===== config.mk =====
export PLATFORM = sky130hd
export DESIGN_NAME = sensor_conditioner
export DESIGN_NICKNAME = d
export VERILOG_FILES = /design/src/rtl/tl_pkg.sv /design/src/rtl/sensor_lane.sv /design/src/rtl/sensor_conditioner.sv
export SDC_FILE = /design/constraint.sdc
export NUM_CORES = 1
export LEC_CHECK = 0
export BUFFER_PORTS_ARGS = -buffer_cell sky130_fd_sc_hd__buf_2
export CAP_MARGIN = 20
export CORE_MARGIN = 2
export CORE_UTILIZATION = 35
export DETAILED_ROUTE_END_ITERATION = 10
export GPL_TIMING_DRIVEN = 0
export PLACE_DENSITY_LB_ADDON = 0.25
export REMOVE_ABC_BUFFERS = 1
export SLEW_MARGIN = 30
export SYNTH_ARGS = -nofsm -noshare
export SYNTH_HDL_FRONTEND = slang
export SYNTH_HIERARCHICAL = 1
export SYNTH_SLANG_ARGS = --single-unit

===== constraint.sdc =====
create_clock -name clk -period 1.2 [get_ports clk]
set_input_delay 0.06 -clock clk [delete_from_list [all_inputs] [get_ports clk]]
set_output_delay 0.06 -clock clk [all_outputs]
set_load 0.005 [all_outputs]

===== src/rtl/tl_pkg.sv =====
// Shared types for the traffic-light sensor conditioning slice: light colours,
// lane indices and the per-lane request FSM states.
package tl_pkg;

    typedef enum logic [1:0] {
        RED    = 2'd0,
        YELLOW = 2'd1,
        GREEN  = 2'd2
    } color_e;

    typedef enum logic [1:0] {
        LANE_NS      = 2'd0,
        LANE_EW_STR  = 2'd1,
        LANE_EW_LEFT = 2'd2
    } lane_e;

    typedef enum logic [1:0] {
        ST_IDLE  = 2'd0,
        ST_QUAL  = 2'd1,
        ST_REQ   = 2'd2,
        ST_SERVE = 2'd3
    } lane_state_e;

    // Light code 3 is not a legal colour and counts as red.
    function automatic logic is_green(input logic [1:0] light);
        return light == GREEN;
    endfunction

endpackage


===== src/rtl/sensor_lane.sv =====
// One lane of the sensor conditioner: synchronizer, debounce/request FSM and
// optional starvation monitor (enabled by defining STARVE_MON_EN).
module sensor_lane
    import tl_pkg::*;
#(
    parameter int DEBOUNCE_CYC = 3,
    parameter int MIN_SERVE    = 2,
    parameter int MAX_WAIT     = 20
) (
    input  logic       clk,
    input  logic       reset_n,
    input  logic       raw,
    input  logic [1:0] light,
    output logic       sensor,
    output logic       starve
);

    localparam int QW = (DEBOUNCE_CYC < 1) ? 1 : $clog2(DEBOUNCE_CYC + 1);
    localparam int SW = (MIN_SERVE < 1) ? 1 : $clog2(MIN_SERVE + 1);
    localparam logic [QW-1:0] QM1  = QW'((DEBOUNCE_CYC > 0) ? DEBOUNCE_CYC - 1 : 0);
    localparam logic [SW-1:0] SMAX = SW'(MIN_SERVE);

    logic [1:0]    sync_q;
    logic          raw_s;
    lane_state_e   state, state_nx;
    logic [QW-1:0] qual_cnt, qual_nx;
    logic [SW-1:0] svc_cnt, svc_nx;
    logic          sensor_nx;

    assign raw_s = sync_q[1];

    always_comb begin
        state_nx = state;
        qual_nx  = qual_cnt;
        svc_nx   = svc_cnt;
        case (state)
            ST_IDLE: begin
                if (raw_s) begin
                    if (DEBOUNCE_CYC <= 1) begin
                        state_nx = ST_REQ;
                        qual_nx  = '0;
                    end else begin
                        state_nx = ST_QUAL;
                        qual_nx  = QW'(1);
                    end
                end
            end
            ST_QUAL: begin
                if (!raw_s) begin
                    state_nx = ST_IDLE;
                    qual_nx  = '0;
                end else if (qual_cnt >= QM1) begin
                    state_nx = ST_REQ;
                    qual_nx  = '0;
                end else begin
                    qual_nx = qual_cnt + 1'b1;
                end
            end
            ST_REQ: begin
                if (is_green(light)) begin
                    state_nx = ST_SERVE;
                    svc_nx   = '0;
                end
            end
            ST_SERVE: begin
                if (!is_green(light)) begin
                    state_nx = raw_s ? ST_REQ : ST_IDLE;
                    svc_nx   = '0;
                end else if (svc_cnt < SMAX) begin
                    svc_nx = svc_cnt + 1'b1;
                end
            end
            default: begin
                state_nx = ST_IDLE;
                qual_nx  = '0;
                svc_nx   = '0;
            end
        endcase
        // Sensor is registered from next-state so it lines up with the FSM.
        sensor_nx = (state_nx == ST_REQ) ||
                    ((state_nx == ST_SERVE) && (raw_s || (svc_nx < SMAX)));
    end

    always_ff @(posedge clk or negedge reset_n) begin
        if (!reset_n) begin
            sync_q   <= '0;
            state    <= ST_IDLE;
            qual_cnt <= '0;
            svc_cnt  <= '0;
            sensor   <= 1'b0;
        end else begin
            sync_q   <= {sync_q[0], raw};
            state    <= state_nx;
            qual_cnt <= qual_nx;
            svc_cnt  <= svc_nx;
            sensor   <= sensor_nx;
        end
    end

`ifdef STARVE_MON_EN
    localparam int WW = (MAX_WAIT < 1) ? 1 : $clog2(MAX_WAIT + 1);
    localparam logic [WW-1:0] WMAX = WW'(MAX_WAIT);
    localparam logic [WW-1:0] WM1  = WW'((MAX_WAIT > 0) ? MAX_WAIT - 1 : 0);

    logic [WW-1:0] wait_cnt;

    always_ff @(posedge clk or negedge reset_n) begin
        if (!reset_n) begin
            wait_cnt <= '0;
            starve   <= 1'b0;
        end else if (state == ST_REQ && state_nx == ST_REQ) begin
            if (wait_cnt < WMAX) wait_cnt <= wait_cnt + 1'b1;
            if (wait_cnt >= WM1) starve <= 1'b1;
        end else begin
            wait_cnt <= '0;
            if (state_nx == ST_SERVE) starve <= 1'b0;
        end
    end
`else
    // MAX_WAIT is non-negative, so this is a constant 0 with no wait logic.
    assign starve = (MAX_WAIT < 0);
`endif

endmodule


===== src/rtl/sensor_conditioner.sv =====
// Three-lane vehicle detector conditioner feeding traffic_light_controller;
// define STARVE_MON_EN to build the per-lane starvation monitors.
module sensor_conditioner
    import tl_pkg::*;
#(
    parameter int DEBOUNCE_CYC = 3,
    parameter int MIN_SERVE    = 2,
    parameter int MAX_WAIT     = 20
) (
    input  logic       clk,
    input  logic       reset_n,
    input  logic       raw_ew_left,
    input  logic       raw_ew_str,
    input  logic       raw_ns,
    input  logic [1:0] ew_left_light,
    input  logic [1:0] ew_str_light,
    input  logic [1:0] ns_light,
    output logic       ew_left_sensor,
    output logic       ew_str_sensor,
    output logic       ns_sensor,
    output logic [2:0] starve
);

    sensor_lane #(
        .DEBOUNCE_CYC(DEBOUNCE_CYC), .MIN_SERVE(MIN_SERVE), .MAX_WAIT(MAX_WAIT)
    ) u_ew_left (
        .clk(clk), .reset_n(reset_n), .raw(raw_ew_left), .light(ew_left_light),
        .sensor(ew_left_sensor), .starve(starve[LANE_EW_LEFT])
    );

    sensor_lane #(
        .DEBOUNCE_CYC(DEBOUNCE_CYC), .MIN_SERVE(MIN_SERVE), .MAX_WAIT(MAX_WAIT)
    ) u_ew_str (
        .clk(clk), .reset_n(reset_n), .raw(raw_ew_str), .light(ew_str_light),
        .sensor(ew_str_sensor), .starve(starve[LANE_EW_STR])
    );

    sensor_lane #(
        .DEBOUNCE_CYC(DEBOUNCE_CYC), .MIN_SERVE(MIN_SERVE), .MAX_WAIT(MAX_WAIT)
    ) u_ns (
        .clk(clk), .reset_n(reset_n), .raw(raw_ns), .light(ns_light),
        .sensor(ns_sensor), .starve(starve[LANE_NS])
    );

endmodule


# Word-level counts from Yosys, hierarchy flattened
# Cells that the tools add are included.
# W data, S select, Z words.
[op_classes]
n_addsub = 6
mul = 0
div_mod_pow = 0
n_lt_le_gt_ge = 9
n_eq_ne = 21
shift = 0
n_mux = 45
bitwise_logic = 0
reduce_logical = 18
[ops]
columns = ["op", "n"]
rows = [
  ["$mux W2", 36],
  ["$eq A2 B2 Y1 const B", 15],
  ["$pmux W2 S2", 6],
  ["$pmux W2 S4", 3],
  ["$add A2 B1 Y2 const B", 6],
  ["$lt A2 B2 Y1 const B", 6],
  ["$eq A2 B1 Y1 const B", 3],
  ["$ge A2 B2 Y1 const B", 3],
  ["$logic_not A2 Y1", 3],
  ["$logic_or A1 B1 Y1", 6],
  ["$ne A2 B1 Y1 const B", 3],
  ["$reduce_and A2 Y1", 3],
  ["$reduce_bool A2 Y1", 3],
  ["$logic_and A1 B1 Y1", 3],
]
[word_totals]
regBits = 27
latchBits = 0
ramBits = 0
rom_bits = 0
input_bits = 11
out_inout_bits = 6
elab_cells = 114
n_memories = 0

# Depth between registers and ports, before layout
[depth]
depth_word = 8
depth_mapped = 3
ltp_nobuf = 3

# Hierarchy
# The synthesis kept the hierarchy.
[by_module_without_submodules]
columns = ["module", "instances", "cells_per_inst", "area_per_inst_um2", "seq_area_each_um2"]
rows = [
  ["sensor_lane", 3, 38, 396.6, 225.2],
]

# Worst setup path before layout
# Ideal clock, no wire load.
[synth_timing]
kind = "flip-flop to flip-flop"
start = "register u_ew_left.state[1]"
end = "register u_ew_left.qual_cnt[1]"
setup_time_ps = 132
t_arrival_ps = 790
required_ps = 1068
slack_ps = 277
stages_incl_launch_ff = 4
n_path_buf = 1
period_less_slack_ps = 923
path_cell_list = "dfrtp_1 -> buf_2 -> o21ai_0 -> o41ai_2"
[synth_between]
elab_chain_len = 3
elab_cells_between_ends = 6
cone_classes = "2 x eq/ne; 1 x mux; 3 x reduce/logical"
[synth_lines]
columns = ["element", "line_no", "text"]
rows = [
  ["start: declaration", "sensor_lane.sv:25", "lane_state_e state, state_nx;"],
  ["start signal: assignment", "sensor_lane.sv:93", "state <= state_nx;"],
  ["$logic_not A2 Y1 / $eq A2 B1 Y1 (equally long branches)", "sensor_lane.sv:36", "case (state)"],
  ["$ne A2 B1 Y1 (no source line) / $reduce_bool A2 Y1 (equally long branches)", "-", ""],
  ["$reduce_and A2 Y1 (no source line)", "-", ""],
  ["end signal: assignment", "sensor_lane.sv:94", "qual_cnt <= qual_nx;"],
  ["end: declaration", "sensor_lane.sv:26", "logic [QW-1:0] qual_cnt, qual_nx;"],
]
# Parallel ways exist; a longest one is shown, timed or not.
# A chain may end at the register's enable or synchronous reset.

# Worst setup path after layout
[layout_timing]
start = "register u_ew_left.state[1]"
end = "register u_ew_left.qual_cnt[0]"
# Same word-level chain as after synthesis.

==> flow_summary.toml <==
[place]
post_dp_cell_area_mm2 = 0.00127
routabilityCongestion = 0.745
detailed_place_hpwl_um = 1380
placement.io_buffers = 13

[setup_path]
worst_setup_path_start_kind = "flop"
crit_path_top_delay_cell = "sky130_fd_sc_hd__dfrtp_1"
arrival_ns = 1.23
crit_path_max_fanout = 11
critPathTopFamily = "flip-flops"
critPathBufInv = 0
crit_path_end_kind = "flop"
rr_startpoint = "u_ew_left/state[1]"
delay_of_the_slowest_cell_on_the_worst_path_ns = 0.53
worst_r2r_endpoint = "u_ew_left/qual_cnt[0]"
regToRegSetupSlack_ns = 0.18
critical_path_class = "flop to flop"
critical_path_required_ns = 1.41
reg2reg_depth = 1
timing.critical_path.cells = "o32a_1"

[routing]
drcViolationCount = 0
detailedRoute.firstIterationViolations = 42
detail_route.vias_per_cell = 4.85
num_vias = 849
antenna_violating_nets_post_route = 0
totalWireLength_um = 2000
wl_per_cell_um = 11.4
drt_pre_antenna_iters = 4

[logic_synthesis]
synth-seq-cells = 27
synth_sequential_area_ratio = 0.568
synth_warnings = 6
synthesis.area_per_instance_um2 = 10.4
gate_count_after_technology_mapping = 114
synth_cell_types = 17
syn_area_mm2 = 0.00119

[status]
status = "finished, final reports clean"

[cts]
cts.sink_count = 27
clk_path_buf_depth = 2
htreeDepth = 1
postCtsSetupRepairBufs = 0
root_buffer = "sky130_fd_sc_hd__clkbuf_4"
tritoncts = "done"
numCtsBuffers = 3
cts.clk_slew.worst_paths_ns = 0.14
cts_resized = 0
clkLatencyLatePin_ns = 0.32

[power_and_ir_drop]
vdd_ir_drop_max_uv = 878
seqPwrFrac = 0.578
clock_power_share = 0.137
power.total_uw = 2770
pwr_density_mw_per_mm2 = 2070
combPwrFrac = 0.285
swShare = 0.376
cell_internal_pwr_uw = 1730
power.static_leakage_uw = 0.000593
power_switching_uw = 1040

[min_path]
min-delay-path-class = "input port to flop"
min_delay_worst_endpoint = "u_ew_str/svc_cnt[0]"
min_delay_path_depth = 4
min-delay-start = "ew_str_light[0]"

[grt]
met3_usage = 0.0217
groute.layer.met2.usage = 0.194
globalRoute.busiestLayer = "met2"
grt_pass1_vias = 856
grt_usage = 0.120
pin_count_of_the_biggest_net_entering_global_routing = 28
grt_overflow_total = 0
wire_length_of_the_first_global_routing_pass_um = 3680
global_route.usage.met1 = 0.152
antenna_found_initial = 0

[run]
cap_viol_max_count = 0

[timing]
timing.clock.skew_ns = 0.00563
final.period_utilization = 0.848
grt_setup_unrepaired = "no"
report.final.setup_viol = 0
slew_hr = 0.606
max_frequency_ghz = 0.982
finalHoldViolCount = 0
final_slew_viol_count = 0
min_period_ns = 1.02
worst_pin_slew_ns = 0.591
setup_total_negative_slack_ns = 0

[die]
die_height_um = 62.3
initial_core_util = 0.359
design.core.area_mm2 = 0.00331
io_pins = 17
die_width_um = 62.3
rows = 21
design.die.area_mm2 = 0.00388

[finish]
layout-drive-gt1-share = 0.194
flow.area_growth_from_synthesis_pct = 12.7
most-common-layout-cells = "sky130_fd_sc_hd__dfrtp_1 (27), sky130_fd_sc_hd__o21ai_0 (15), sky130_fd_sc_hd__nor2_1 (15)"
final_common_cell = "sky130_fd_sc_hd__dfrtp_1"
fin_nets = 141
diodes = 0
final_cell_area_mm2 = 0.00134
layout.filler_cells = 346
## Yosys cell counts, drive strengths merged
master | number | area share
a21oi | 9 | 0.038
a22o | 3 | 0.022
and2 | 3 | 0.016
buf | 6 | 0.032
conb | 3 | 0.0095
dfrtp | 27 | 0.57
inv | 6 | 0.019
nand2 | 9 | 0.028
nand3 | 3 | 0.013
nor2 | 15 | 0.047
nor2b | 3 | 0.035
o21ai | 15 | 0.063
o2bb2ai | 6 | 0.044
o32a | 3 | 0.025
o41ai | 3 | 0.041
## state kept, by name, summed over array words and instances (netlist names)
signal and flops:
u_ns/sync_q 2, u_ew_left/svc_cnt 2, u_ew_str/sensor 1, u_ew_str/state 2
u_ew_str/svc_cnt 2, u_ew_left/sync_q 2, u_ns/state 2, u_ns/svc_cnt 2
u_ew_str/qual_cnt 2, u_ns/qual_cnt 2, u_ew_left/sensor 1, u_ew_left/state 2
u_ns/sensor 1, u_ew_left/qual_cnt 2, u_ew_str/sync_q 2
## worst max path at each step
stage	start	cells past startpoint	to
floorplan	u_ew_left/state[1]	1	u_ew_left/qual_cnt[0]
global placement	u_ew_str/state[1]	1	u_ew_str/qual_cnt[0]
detailed placement	u_ew_left/state[1]	2	u_ew_left/svc_cnt[0]
CTS	u_ew_left/state[1]	1	u_ew_left/qual_cnt[0]
global route	u_ew_left/state[1]	2	u_ew_left/svc_cnt[0]
finish	u_ew_left/state[1]	1	u_ew_left/qual_cnt[0]
## power by group through the flow
stage	Combinational (µW)	Clock, µW	Sequential [µW]
floorplan	595	0	1530
global placement	743	0	1590
detailed placement	784	0	1620
CTS	798	411	1600
global route	935	449	1680
finish	791	381	1600
## metrics by stage
stage	hold WS, ns	setup slack, ns	cells	utilization
2_1_floorplan	-0.236	0.276	108	-
3_3_place_gp	0.102	0.220	167	0.385
3_5_place_dp	0.107	0.195	167	0.385
4_1_cts	0.0286	0.190	175	0.405
5_1_grt	0.0396	0.0753	175	0.405
6_report	0.0487	0.182	175	0.405
## cells by family after synthesis
logic type | after synthesis | synth area share
other cells | 3 | 0.00946
buf+inv | 12 | 0.0505
flops | 27 | 0.568
simple gates | 33 | 0.139
compound gates | 39 | 0.233
## layout make-up
class / count / area, µm² / share of cell area
sequential: 27 / 676 / 0.504
inverter: 6 / 22.5 / 0.0168
tap: 46 / 57.6 / 0.0429
timing repair buffer: 17 / 105 / 0.0784
clock buffer: 4 / 26.3 / 0.0196
multi-input combinational: 75 / 454 / 0.339
## repair_timing
action,in CTS,in global routing
hold buffers,4,0
hold endpoints to repair,30,0
endpoints found under the setup margin,0,0
## routing by layer
metal  up-vias  routed length, µm
met1       410                960
met4         0                 20
met5         -                  0
li1        425                  -
met3         2                 49
met2        12                967
Power figures use the tool's default switching activity.
